<file path="src/rtl/fetch_unit.sv">
// Instruction fetch unit: single-outstanding memory request FSM feeding
// a 2-entry {pc, instr} buffer toward decode, with redirect flush.
module fetch_unit #(
    parameter logic [31:0] RESET_PC = 32'h0000_0000
) (
    input  logic        clk,
    input  logic        rst,
    input  logic        redirect_valid,
    input  logic [31:0] redirect_pc,
    output logic        imem_req_valid,
    input  logic        imem_req_ready,
    output logic [31:0] imem_req_addr,
    input  logic        imem_rsp_valid,
    input  logic [31:0] imem_rsp_data,
    output logic        id_valid,
    input  logic        id_ready,
    output logic [31:0] id_instr,
    output logic [31:0] id_pc,
    output logic [31:0] pc_out
);

    typedef enum logic [1:0] {
        ISSUE,
        WAIT,
        DROP
    } state_e;

    state_e            state_q, state_d;
    logic [31:0]       fetch_pc_q, fetch_pc_d;
    logic [31:0]       req_pc_q, req_pc_d;
    logic [1:0]        count_q, count_d;
    logic              head_q, head_d;
    logic [1:0][31:0]  pc_mem_q, pc_mem_d;
    logic [1:0][31:0]  ins_mem_q, ins_mem_d;
    logic              push;
    logic              pop;
    logic              accept;
    logic              tail;

    always_comb begin
        state_d    = state_q;
        fetch_pc_d = fetch_pc_q;
        req_pc_d   = req_pc_q;
        count_d    = count_q;
        head_d     = head_q;
        pc_mem_d   = pc_mem_q;
        ins_mem_d  = ins_mem_q;
        push       = 1'b0;

        // Credit check uses only the registered count, never this cycle's pop.
        imem_req_valid = (state_q == ISSUE) && (count_q < 2'd2) && !redirect_valid;
        id_valid       = (count_q != 2'd0) && !redirect_valid;
        pop            = id_valid && id_ready;
        accept         = imem_req_valid && imem_req_ready;

        unique case (state_q)
            ISSUE: begin
                if (accept) begin
                    req_pc_d   = fetch_pc_q;
                    fetch_pc_d = fetch_pc_q + 32'd4;
                    state_d    = WAIT;
                end
            end
            WAIT: begin
                if (imem_rsp_valid) begin
                    push    = !redirect_valid;
                    state_d = ISSUE;
                end else if (redirect_valid) begin
                    state_d = DROP;
                end
            end
            DROP: begin
                if (imem_rsp_valid) begin
                    state_d = ISSUE;
                end
            end
            default: state_d = ISSUE;
        endcase

        tail = head_q ^ (count_q == 2'd1);
        if (push) begin
            pc_mem_d[tail]  = req_pc_q;
            ins_mem_d[tail] = imem_rsp_data;
        end
        if (pop) begin
            head_d = ~head_q;
        end
        count_d = count_q + {1'b0, push} - {1'b0, pop};

        if (redirect_valid) begin
            fetch_pc_d = redirect_pc & ~32'h3;
            count_d    = 2'd0;
            head_d     = 1'b0;
        end
    end

    always_ff @(posedge clk) begin
        if (rst) begin
            state_q    <= ISSUE;
            fetch_pc_q <= RESET_PC;
            req_pc_q   <= '0;
            count_q    <= '0;
            head_q     <= 1'b0;
            pc_mem_q   <= '0;
            ins_mem_q  <= '0;
        end else begin
            state_q    <= state_d;
            fetch_pc_q <= fetch_pc_d;
            req_pc_q   <= req_pc_d;
            count_q    <= count_d;
            head_q     <= head_d;
            pc_mem_q   <= pc_mem_d;
            ins_mem_q  <= ins_mem_d;
        end
    end

    assign imem_req_addr = fetch_pc_q;
    assign pc_out        = fetch_pc_q;
    assign id_pc         = pc_mem_q[head_q];
    assign id_instr      = ins_mem_q[head_q];

endmodule
</file>
<file path="config.mk">
export PLATFORM = sky130hd
export DESIGN_NAME = fetch_unit
export DESIGN_NICKNAME = d
export VERILOG_FILES = /design/src/rtl/fetch_unit.sv
export SDC_FILE = /design/constraint.sdc
export NUM_CORES = 1
export LEC_CHECK = 0
export BUFFER_PORTS_ARGS = -buffer_cell sky130_fd_sc_hd__buf_2
export CORE_ASPECT_RATIO = 0.7
export CORE_MARGIN = 1
export CORE_UTILIZATION = 59
export DETAILED_ROUTE_END_ITERATION = 6
export PLACE_DENSITY = 0.86
export SETUP_SLACK_MARGIN = 0.5
export SLEW_MARGIN = 20
export SYNTH_ARGS = -nofsm -noshare
export SYNTH_HDL_FRONTEND = slang
export SYNTH_SLANG_ARGS = --single-unit
export TNS_END_PERCENT = 20
</file>
<file path="constraint.sdc">
create_clock -name clk -period 5.3 [get_ports clk]
set_clock_uncertainty 0.2 [all_clocks]
set_input_delay 0.265 -clock clk [delete_from_list [all_inputs] [get_ports clk]]
set_output_delay 0.265 -clock clk [all_outputs]
set_load 0.01 [all_outputs]
</file>
### Word level (Yosys, flattened, before mapping)

Index checks and enable logic that the tools add are counted.

* logic and storage cells: 58
* output and inout bits: 130
* register bits after elaboration: 197
* bits of input ports: 70

* mux-type cells: 18
* $lt $le $gt $ge: 4
* reductions and logical operators: 15
* bitwise gates (word level): 2
* $add $sub $neg: 3
* eq/ne operators: 6

Operators with widths (number)
* 2-to-1 mux 32 bit: 8
* bitwise mux 64 bit: 2
* adder 32 x 3 -> 32 bit, second input constant: 1
* demux 32 bit (select 1 bit): 1
* 2-to-1 mux 2 bit: 4
* logical AND 1 bit: 6
* one-hot mux 2 bit (3 select lines): 1
* nonzero test 2 bit: 3
* == test 2 x 1 -> 1 bit, second input constant: 2
* less-than comparator 1 x 2 -> 1 bit, second input constant: 2
* != test 2 bit, second input constant: 2
* AND reduction 2 bit: 2
* != test 3 bit, second input constant: 1
* AND reduction 3 bit: 1
* adder 2 x 1 -> 2 bit: 1
* == test 2 bit, second input constant: 1
* zero test 2 bit: 1
* less-than comparator 2 bit, second input constant: 1
* 2-to-1 mux 1 bit: 2
* OR reduction 2 bit: 1
* subtractor 2 x 1 -> 2 bit: 1
* greater-or-equal comparator 1 bit, second input constant: 1
* zero test 1 bit: 1
* inverter 1 bit: 1
* XOR 1 bit: 1

### Depth between registers and ports, before layout

Gate-level depths: netlist of run 1.

* depth after elaboration: 7
* gate-level depth with buffers: 12
* depth with buffers taken out: 9

### Worst setup path after synthesis of run 1

No wires, ideal clock.

* path type: flip-flop to flip-flop
* start: reg state_q[0]
* end: reg count_q[1]
* cell stages (with the launch flop): 13
* setup time: 131 ps
* slack: 2814 ps
* required time: 4969 ps
* arrival: 2154 ps
* cell sequence: dfxtp_1 nor2b_1 and3_1 clkbuf_1 inv_2 clkbuf_1 clkbuf_1 ha_1 inv_1 ha_1 xor2_1 xnor2_1 nor3_1

* longest elaborated chain between the ends: 4

RTL lines
* from (decl): RTL line 28 `state_e state_q, state_d;`
* from (signal assigned): RTL line 107 `state_q <= state_d;`
* == test 2 x 1 -> 1 bit: RTL line 56 `unique case (state_q)`
* 2-to-1 mux 1 bit: RTL line 56
* adder 2 x 1 -> 2 bit: RTL line 88 `count_d = count_q + {1'b0, push} - {1'b0, pop};`
* subtractor 2 x 1 -> 2 bit: RTL line 88
* to (signal assigned): RTL line 110 `count_q <= count_d;`
* to (decl): RTL line 31 `logic [1:0] count_q, count_d;`

Every way passes these cells.
A chain may end at the register's enable or synchronous reset.

### Final worst setup path of run 1

* start: reg state_q[0]
* end: reg fetch_pc_q[20], in the netlist imem_req_addr[20]

* longest elaborated chain between the ends: 6
* elaborated cells on any way between the ends: 7
* those cells by class: 7 x reduce/logical

RTL lines
* zero test 2 bit (*): RTL line 51, 56
* logical AND 1 bit (2 in a row): RTL line 51 `imem_req_valid = (state_q == ISSUE) && (count_q < 2'd2) && !redirect_valid;`
* logical AND 1 bit: RTL line 54 `accept = imem_req_valid && imem_req_ready;`
* nonzero test 2 bit (no line)
* AND reduction 2 bit (no line) (*)
* to (signal assigned): RTL line 108 `fetch_pc_q <= fetch_pc_d;`
* to (decl): RTL line 29 `logic [31:0] fetch_pc_q, fetch_pc_d;`

Mark *: on every way between the ends. The rest lies on a longest branch, timed or not.

==> run metrics, run 1 <==
status=finished with violations; failing checks=DRC; Remaining Overflow, GRT=0; via/cell ratio=6.13; I/O Pins=200; nature of the critical path endpoint=flip-flop; ant diodes=0; final number of hold-violating endpoints=0; Pleak=4.08 nW; detailed-route via count=8786; final setup margin=2470 ps; DP Worst Slack=2210 ps; TritonCTS clock tree=done; CP arrival=2980 ps; Slew headroom=26.7%; Nets=1303; Post-Syn Area=8820 um^2; share of post-route cells with drive strength above 1=24.7%; initial core utilization=62.0%; post-route ant nets=0; Worst-Skew Late Latency=430 ps; FF+latch count, synth=189; H-tree lvl count=4; Fill cells=1099; WP data required=5450 ps; cts bufs inserted=17; Seq/Total Area, Yosys=42.9%; period utilization=53.4%; min cycle time layout=2830 ps; vias in the first global route=7976; final setup fails=0; pwr dens=276 nW/um^2; Root Driver=clkbuf_16; EDFF count, synth=0; core area=14200 um^2; Worst-path clk slew=70 ps; worst slew pin tran=1090 ps; initial drt markers=849; Synth Flop Type=dfxtp_1; Max VDD drop=0.224 mV; I/O Buffers=191; ys async rst share=0%; syn avg cell area=8.14 um^2; # rows=36; WS Path Type=reg -> reg; clock sinks=189; first-pass GRT wire length=38.9 mm; Yosys warnings=0; layout overhead on the synthesized area=20.8%; Max Fclk=0.353 GHz; DR DRC count=2; gp weighted congestion=0.900; die width=148 um; max cap viols=0; post-DP HPWL=14.2 mm; Startpoint Class=flip-flop; pin count of the biggest net entering global routing=142; Synth Instances=1083; Max clock buf depth=2; initial antenna violation count=0; worst hold path class=in -> reg; Die H=104 um; Pre-antenna DRT Iters=7; GRT Util Overall=30.8%; RSZ-0062 raised after global routing=false; CP max FO=32; total wire length=24.1 mm; Setup TNS=0 ps; Unique masters post-synth=52; WL/cell=16.8 um; DIE AREA=15400 um^2; max-slew violations=0
logic make-up (layout without fill, tap and decap cells):
logic type / after synthesis / after routing / share of synthesized area [%]
other: 1 / 6 / 0.0425
AOI/OAI and AO/OA: 346 / 346 / 21.5
xor gates and xnor gates: 11 / 11 / 1.09
buffers and inverters: 151 / 306 / 7.99
muxes: 63 / 63 / 8.04
DFF: 189 / 189 / 42.9
adders and majority gates: 3 / 3 / 0.426
and+or+nand+nor: 319 / 319 / 18.0
cells in the final DEF, fill, tap and decap left out, drive strengths merged, types with 3 or more instances in the layout:
cell,count
nand2,81
and4,3
or4,11
xnor2,7
nor2b,3
nand4,14
o311ai,5
nor4,11
nor2,22
a31oi,13
a311o,3
nor3,11
dfxtp,189
buf,201
o211ai,3
nand2b,5
o31ai,4
a211oi,10
conb,6
or3,6
mux2,63
xor2,4
clkinv,7
nand3,136
and2,5
ha,3
a311oi,4
inv,21
a21oi,162
o21ai,127
clkbuf,17
and3,5
dlygate4sd3,59
metrics by stage:
stage	std cells	area, um^2	util [%]	hold WS (ps)	power (W)
after floorplan	1088	8840	-	144	0.00165
after global placement	1342	9510	66.8	258	0.00172
after detailed placement	1342	9510	66.8	264	0.00172
after CTS	1433	10700	74.9	24.6	0.00295
after global routing	1433	10700	74.9	40.4	0.00303
final	1433	10700	74.9	33.4	0.00294
report_power, final:
part / internal (W) / switching, W / total, W
registers: 0.00144 / 0.0000424 / 0.00149
clock network: 0.000617 / 0.000592 / 0.00121
logic: 0.000104 / 0.000138 / 0.000242
total: 0.00217 / 0.000772 / 0.00294
path summary, 6_finish.rpt:
kind	endpoint	depth (start not counted)	slack [ps]	from
worst max-delay path	imem_req_addr[20]	6	2470	state_q[0]
worst min-delay path	imem_req_addr[31]	4	30	redirect_pc[31]
worst max register to register	imem_req_addr[20]	6	2470	state_q[0]
worst min register to register	pc_mem_q[7]	2	270	pc_mem_q[7]
synthesized netlist by cell type, drive strengths merged, types with 2 or more instances:
cell type  number  share of area (%)
nand2          81                3.4
a31oi          13               0.92
nand2b          5               0.35
buf            44                3.4
nand4          14               0.99
or3             6               0.43
or4            11               0.94
and3            5               0.35
or4b            2               0.23
a221oi          2               0.20
dfxtp         189                 43
xor2            4               0.40
a311o           3               0.34
o31ai           4               0.34
o311ai          5               0.50
o21ai         127                7.2
and4            3               0.30
o211ai          3               0.26
a211oi         10               0.85
nor2b           3               0.21
a222oi          2               0.23
inv            13               0.55
and2            5               0.35
nor2           22               0.94
a311oi          4               0.40
a21oi         162                9.2
xnor2           7               0.70
a2111oi         2               0.20
a211o           2               0.20
clkbuf         93                4.0
nor3           11               0.62
ha              3               0.43
mux2           63                8.0
nand3         136                7.7
nor4           11               0.78
per-layer routing:
| layer | track usage (%) | vias up | part of all wire, % |
|---|---|---|---|
| met4 | 10.4 | 0 | 2.2 |
| met2 | 49.8 | 423 | 47 |
| met5 | 0 | - | 0 |
| li1 | - | 4163 | - |
| met3 | 7.24 | 59 | 8.6 |
| met1 | 40.1 | 4141 | 42 |
critical path: stages, from the launching register on:
cell     delay, ps
dfxtp_1        350
or4_1          710
inv_2          190
nand2_1        250
buf_4          340
or4_1          530
a31oi_1        160
final cells by class:
| cell class | instances | area (um^2) | share of cell area, % |
|---|---|---|---|
| clock buffer | 17 | 425 | 3.99 |
| clock inverter | 15 | 126 | 1.19 |
| inverter | 14 | 52.6 | 0.493 |
| multi-input combinational | 748 | 4380 | 41.2 |
| sequential | 189 | 3790 | 35.5 |
| tap | 190 | 238 | 2.23 |
| timing repair buffer | 260 | 1640 | 15.4 |
state kept, by name, indices dropped and copies added, names as in the netlist:
signal / flops
ins_mem_q: 64
pc_mem_q: 60
imem_req_addr: 30
req_pc_q: 30
count_q: 2
state_q: 2
head_q: 1
repair_timing:
item                                    CTS  global route
hold buffers                             59             0
buffers inserted                          0             0
hold endpoints to repair                 92             0
gates resized for setup                   0             0
endpoints found under the setup margin    0             0
No activity file was read; power rests on OpenSTA's default activity.
==> run 2: changes to the inputs <==
Settings changed: CORE_UTILIZATION 59 to 49, PLACE_DENSITY 0.86 to 0.76.
Clock period 5.3 ns to 2.45 ns, I/O delays scaled along.
==> run 2 against run 1 <==
Net effect: the flow now finishes without violations; sequential share of layout area shrank 2.6 points; power grew 120%; fmax up 20%; combinational power rose to 2.7 times the previous value; register-to-register slack got worse by 2400 ps; routed wire length is 16% higher.
==> run metrics, run 2 (same netlist as run 1, synthesis figures left out) <==
min cycle time layout=2370 ps (-465 ps); Pre-antenna DRT Iters=7 (unchanged); Worst-path clk slew=70 ps (about the same); I/O Buffers=191 (unchanged); layout overhead on the synthesized area=30.6%; H-tree lvl count=4 (unchanged); initial core utilization=50.8% (-11 points); most frequent cells in the layout=190 x buf_2, 180 x dfxtp_1, 162 x a21oi_1, 134 x nand3_1, 122 x o21ai_0; period utilization=96.6% (+43 points); CP arrival=2480 ps (-500 ps); Die H=114 um (+9.5%); pwr dens=569 nW/um^2 (+110%); WP data required=2570 ps (-2880 ps); Root Driver=clkbuf_16; Largest register FFs=64 (unchanged); cts bufs inserted=17 (unchanged); initial antenna violation count=0 (unchanged); commonest non-fill, non-tap cell in the layout=buf_2; Setup TNS=0 ps (unchanged); CP max FO=7 (-78%); CP cell instances=or4b_4 > or3_4 > or4_1 > a311oi_1; vias in the first global route=8060 (+1.1%); Design Power=0.00655 W (+120%); via/cell ratio=5.98 (-2.5%); TritonCTS clock tree=done; I/O Pins=200 (unchanged); Max Fclk=0.422 GHz (+20%); DIE AREA=18500 um^2 (+20%); WS Path Type=reg -> reg; Final Instance Area=11500 um^2 (+8.1%); Fill cells=1441 (+31%); core area=17400 um^2 (+22%); Worst-Skew Late Latency=420 ps (about the same); pin count of the biggest net entering global routing=125 (-12%); final setup margin=83.0 ps (-2390 ps); hold_ws=89.5 ps (+56.2 ps); post-route ant nets=0 (unchanged); clock sinks=189 (unchanged); GRT Util Overall=27.1% (-3.7 points); RSZ-0062 raised after global routing=true; Remaining Overflow, GRT=0 (unchanged); die width=162 um (+9.6%); post-DP HPWL=15.2 mm (+6.9%); gp weighted congestion=0.959 (+6.6%); Max VDD drop=0.429 mV (+92%); status=finished clean; Nets=1366 (+4.8%); detailed-route via count=9179 (+4.5%); Buf/Inv on CP=0 (-2); share of post-route cells with drive strength above 1=29.3% (+4.6 points); WL/cell=18.1 um (+8.0%); # rows=40 (+11%); Regs by FF count=ins_mem_q: 64 flops, pc_mem_q: 60 flops; Post-DP Area=10000 um^2 (+5.2%); largest reg by FF count=ins_mem_q; Max clock buf depth=2 (unchanged); crit path max-delay cell type=or4b_4; Startpoint Class=flip-flop; ant diodes=0 (unchanged); final number of hold-violating endpoints=0 (unchanged); worst hold path class=in -> reg; Slew headroom=63.6% (+37 points); CP peak stage delay=540 ps (-170 ps); DP Worst Slack=42.6 ps (-2160 ps); initial drt markers=1049 (+24%); max cap viols=0 (unchanged); final setup fails=0 (unchanged); first-pass GRT wire length=40.4 mm (+3.9%); cell family with the largest share of critical-path delay=simple AND/OR/NAND/NOR gates; nature of the critical path endpoint=flip-flop; total wire length=27.9 mm (+16%); max-slew violations=0 (unchanged); worst slew pin tran=546 ps (-546 ps); Pleak=4.47 nW (+9.8%); DR DRC count=0 (-2)
## run 2: cell type report
class | instances | area (um^2) | area share, %
multi-input cells | 748 | 4460 | 38.7
flip-flops and latches | 189 | 3800 | 33.0
repair buffers | 323 | 2340 | 20.3
clock buffers | 17 | 425 | 3.69
well taps | 231 | 289 | 2.51
clock inverters | 13 | 144 | 1.25
inverters | 14 | 60.1 | 0.521
## run 2: per-layer routing
metal  part of all wire, %  GRT usage, %
met3                   9.0          6.52
met2                    46          42.3
met5                     0             0
met4                   1.5          7.36
met1                    44          37.2
## run 2: stage by stage
step | util [%] | cells
after floorplan | - | 1088
after global placement | 57.6 | 1425
after detailed placement | 57.6 | 1425
after CTS | 65.1 | 1527
after global routing | 66.3 | 1535
final | 66.3 | 1535
## run 2: path summary, 6_finish.rpt
| check | start | endpoint | slack, ps | cells after the start |
|---|---|---|---|---|
| worst max register to register | state_q[0] | imem_req_addr[15] | 80 | 4 |
| worst min register to register | ins_mem_q[20] | ins_mem_q[20] | 270 | 2 |
| worst max-delay path | state_q[0] | imem_req_addr[15] | 80 | 4 |
| worst min-delay path | imem_req_ready | req_pc_q[25] | 90 | 4 |
## run 2: power by group
part,internal [W],switching (W)
Clock,0.00150,0.00120
Sequential,0.00313,0.0000597
Combinational,0.000291,0.000367
## run 2: worst register-to-register path, delay by kind of cell (launching register included)
| family | cells | cell delay, ps |
|---|---|---|
| flip-flops | 1 | 330 |
| AO/OA/AOI/OAI | 1 | 310 |
| AND/OR/NAND/NOR | 3 | 1420 |
## run 2: what timing repair did
item                       CTS  global route
hold endpoints to repair   128             0
resized for setup            4            25
hold buffers                67             0
cloned                       0             6
setup buffers                5             2
pin swaps                    3             2
setup endpoints to repair  116           186
==> run 3: changes to the inputs <==
Settings changed: ABC_CLOCK_PERIOD_IN_PS set to 2450, CTS_CLUSTER_SIZE set to 14, SETUP_SLACK_MARGIN 0.5 to 0.15.
==> run 3 against run 2 <==
Net effect: the flow now finishes with violations (hold timing); sequential share of layout area rose by 0.80 points; worst hold slack got worse by 160 ps; first-iteration DRC count fell by 3.4%; count of clock-buffer cells in the layout rose by 6; clock power fell by 5%; critical path type is now in -> reg; final area fell by 2.6%; power fell by 2.5%; critical path depth rose by 3; setup slack got worse by 19 ps; register-to-register slack improved by 60 ps; sequential cell count did not move; largest cell class unchanged.
==> run metrics, run 3 (same netlist as run 1, synthesis figures left out) <==
min cycle time layout=2390 ps (+18.8 ps); vias in the first global route=7996 (-0.79%); Critical R2R Launch=state_q[1]; largest reg by FF count=ins_mem_q; CP max FO=11 (+4); Pleak=4.35 nW (-2.9%); initial antenna violation count=0 (unchanged); Remaining Overflow, GRT=0 (unchanged); clock sinks=189 (unchanged); die width=162 um (unchanged); most frequent CP cell=or4_1; DIE AREA=18500 um^2 (unchanged); crit path max-delay cell type=or4_1; Final Instance Area=11200 um^2 (-2.6%); Max clock buf depth=2 (unchanged); commonest non-fill, non-tap cell in the layout=buf_2; Post-DP Area=9950 um^2 (-0.56%); nature of the critical path endpoint=flip-flop; WS Path Type=in -> reg; I/O Buffers=191 (unchanged); Buf/Inv on CP=3 (+3); RSZ-0062 raised after global routing=true; DP Worst Slack=76.8 ps (+34.2 ps); share of post-route cells with drive strength above 1=27.0% (-2.2 points); cell family with the largest share of critical-path delay=simple AND/OR/NAND/NOR gates; Largest register FFs=64 (unchanged); CP arrival=2530 ps (+50 ps); Hold Path Origin=rst; Max VDD drop=0.377 mV (-12%); post-DP HPWL=15.2 mm (+0.14%); period utilization=97.4% (+0.77 points); Max Fclk=0.419 GHz (-0.79%); Worst-path clk slew=70 ps (about the same); pwr dens=569 nW/um^2 (about the same); pin count of the biggest net entering global routing=125 (unchanged); Worst-Skew Late Latency=420 ps (about the same); H-tree lvl count=4 (unchanged); Regs by FF count=ins_mem_q: 64 flops, pc_mem_q: 60 flops; Setup TNS=0 ps (unchanged); max-slew violations=0 (unchanged); TritonCTS clock tree=done; Root Driver=clkbuf_16; Design Power=0.00638 W (-2.5%); final setup fails=0 (unchanged); GRT Util Overall=27.0% (-0.034 points); final number of hold-violating endpoints=19 (+19); post-route ant nets=0 (unchanged); WP data required=2600 ps (+30 ps); failing checks=hold timing; placed insts=1424 (-0.070%); Slew headroom=64.0% (+0.40 points); I/O Pins=200 (unchanged); Pre-antenna DRT Iters=7 (unchanged); ant diodes=0 (unchanged); final setup margin=64.2 ps (-18.8 ps); core area=17400 um^2 (unchanged); DR DRC count=0 (unchanged); WL/cell=16.8 um (-7.6%); detailed-route via count=8865 (-3.4%); Critical Path Source=redirect_valid; initial drt markers=1013 (-3.4%); status=finished with violations; layout overhead on the synthesized area=27.2%; via/cell ratio=5.81 (-2.8%); Die H=114 um (unchanged); hold_ws=-65.9 ps (-155 ps); total wire length=25.6 mm (-8.2%); cts bufs inserted=17 (unchanged); max cap viols=0 (unchanged); gp weighted congestion=0.918 (-4.3%); Layout Cells excl Fill=1525 (-0.65%); Startpoint Class=input pin; # rows=40 (unchanged); first-pass GRT wire length=40.5 mm (+0.21%); worst slew pin tran=540 ps (-6.01 ps); worst hold path class=in -> reg; initial core utilization=50.8% (unchanged); CP peak stage delay=570 ps (+30 ps); Nets=1355 (-0.81%); CP cell instances=dlygate4sd3_1 > buf_2 > or4_1 > inv_2 > nand3_1 > or4_1 > a31oi_1; hold buffers post-CTS=70 (+4.5%); most frequent cells in the layout=190 x buf_2, 187 x dfxtp_1, 162 x a21oi_1, 136 x nand3_1, 127 x o21ai_0
==> run 3: changes by cell type in the layout (fill, tap and decap cells not counted), moves of 4 or more <==
cell       change
dfxtp_1        +7
dfxtp_2        -7
clkbuf_16      -5
o21ai_0        +5
buf_4          -5
clkbuf_8       +4
==> run 3: worst paths after layout <==
check	end	slack, ps	cells after the start
max reg2reg	imem_req_addr[21]	140	4
max	imem_req_addr[17]	60	7
min	imem_req_addr[28]	-70	2
min reg2reg	pc_mem_q[63]	270	2
==> run 3: metal layers <==
layer,GRT usage [%],vias to the layer above,share of wire [%]
li1,-,4268,-
met1,37.2,4143,45
met2,41.3,405,45
met3,6.19,49,8.4
met4,9.94,0,2.2
met5,0,-,0
==> run 3: repair_timing <==
item                       CTS  global route
setup buffers                0             0
hold endpoints to repair   117            14
setup endpoints to repair    4            11
resized for setup            1             3
pin swaps                    0             1
==> run 3: report_power, final <==
group / internal [W] / switching, W / total (W)
logic: 0.000281 / 0.000356 / 0.000637
clock network: 0.00141 / 0.00116 / 0.00256
registers: 0.00313 / 0.0000569 / 0.00318
total: 0.00481 / 0.00157 / 0.00638
==> run 3: cell type report <==
type	count	area [um^2]
well taps	231	289
inverters	14	52.6
multi-input cells	748	4400
fillers	1452	6150
repair buffers	312	2140
clock inverters	8	58.8
flip-flops and latches	189	3790
clock buffers	23	488
==> run 3: stage by stage <==
stage | util [%] | hold slack (ps)
after global routing | 64.6 | -68.4
after floorplan | - | 1.81
after detailed placement | 57.3 | 153
final | 64.6 | -65.9
after CTS | 64.5 | -92.8
after global placement | 57.3 | 150
==> run 3: worst reg2reg max path: stages, from the launching register on <==
cell and delay (ps):
dfxtp_1 350, or4b_4 520, or3_4 400, or4_1 500
a311oi_2 260
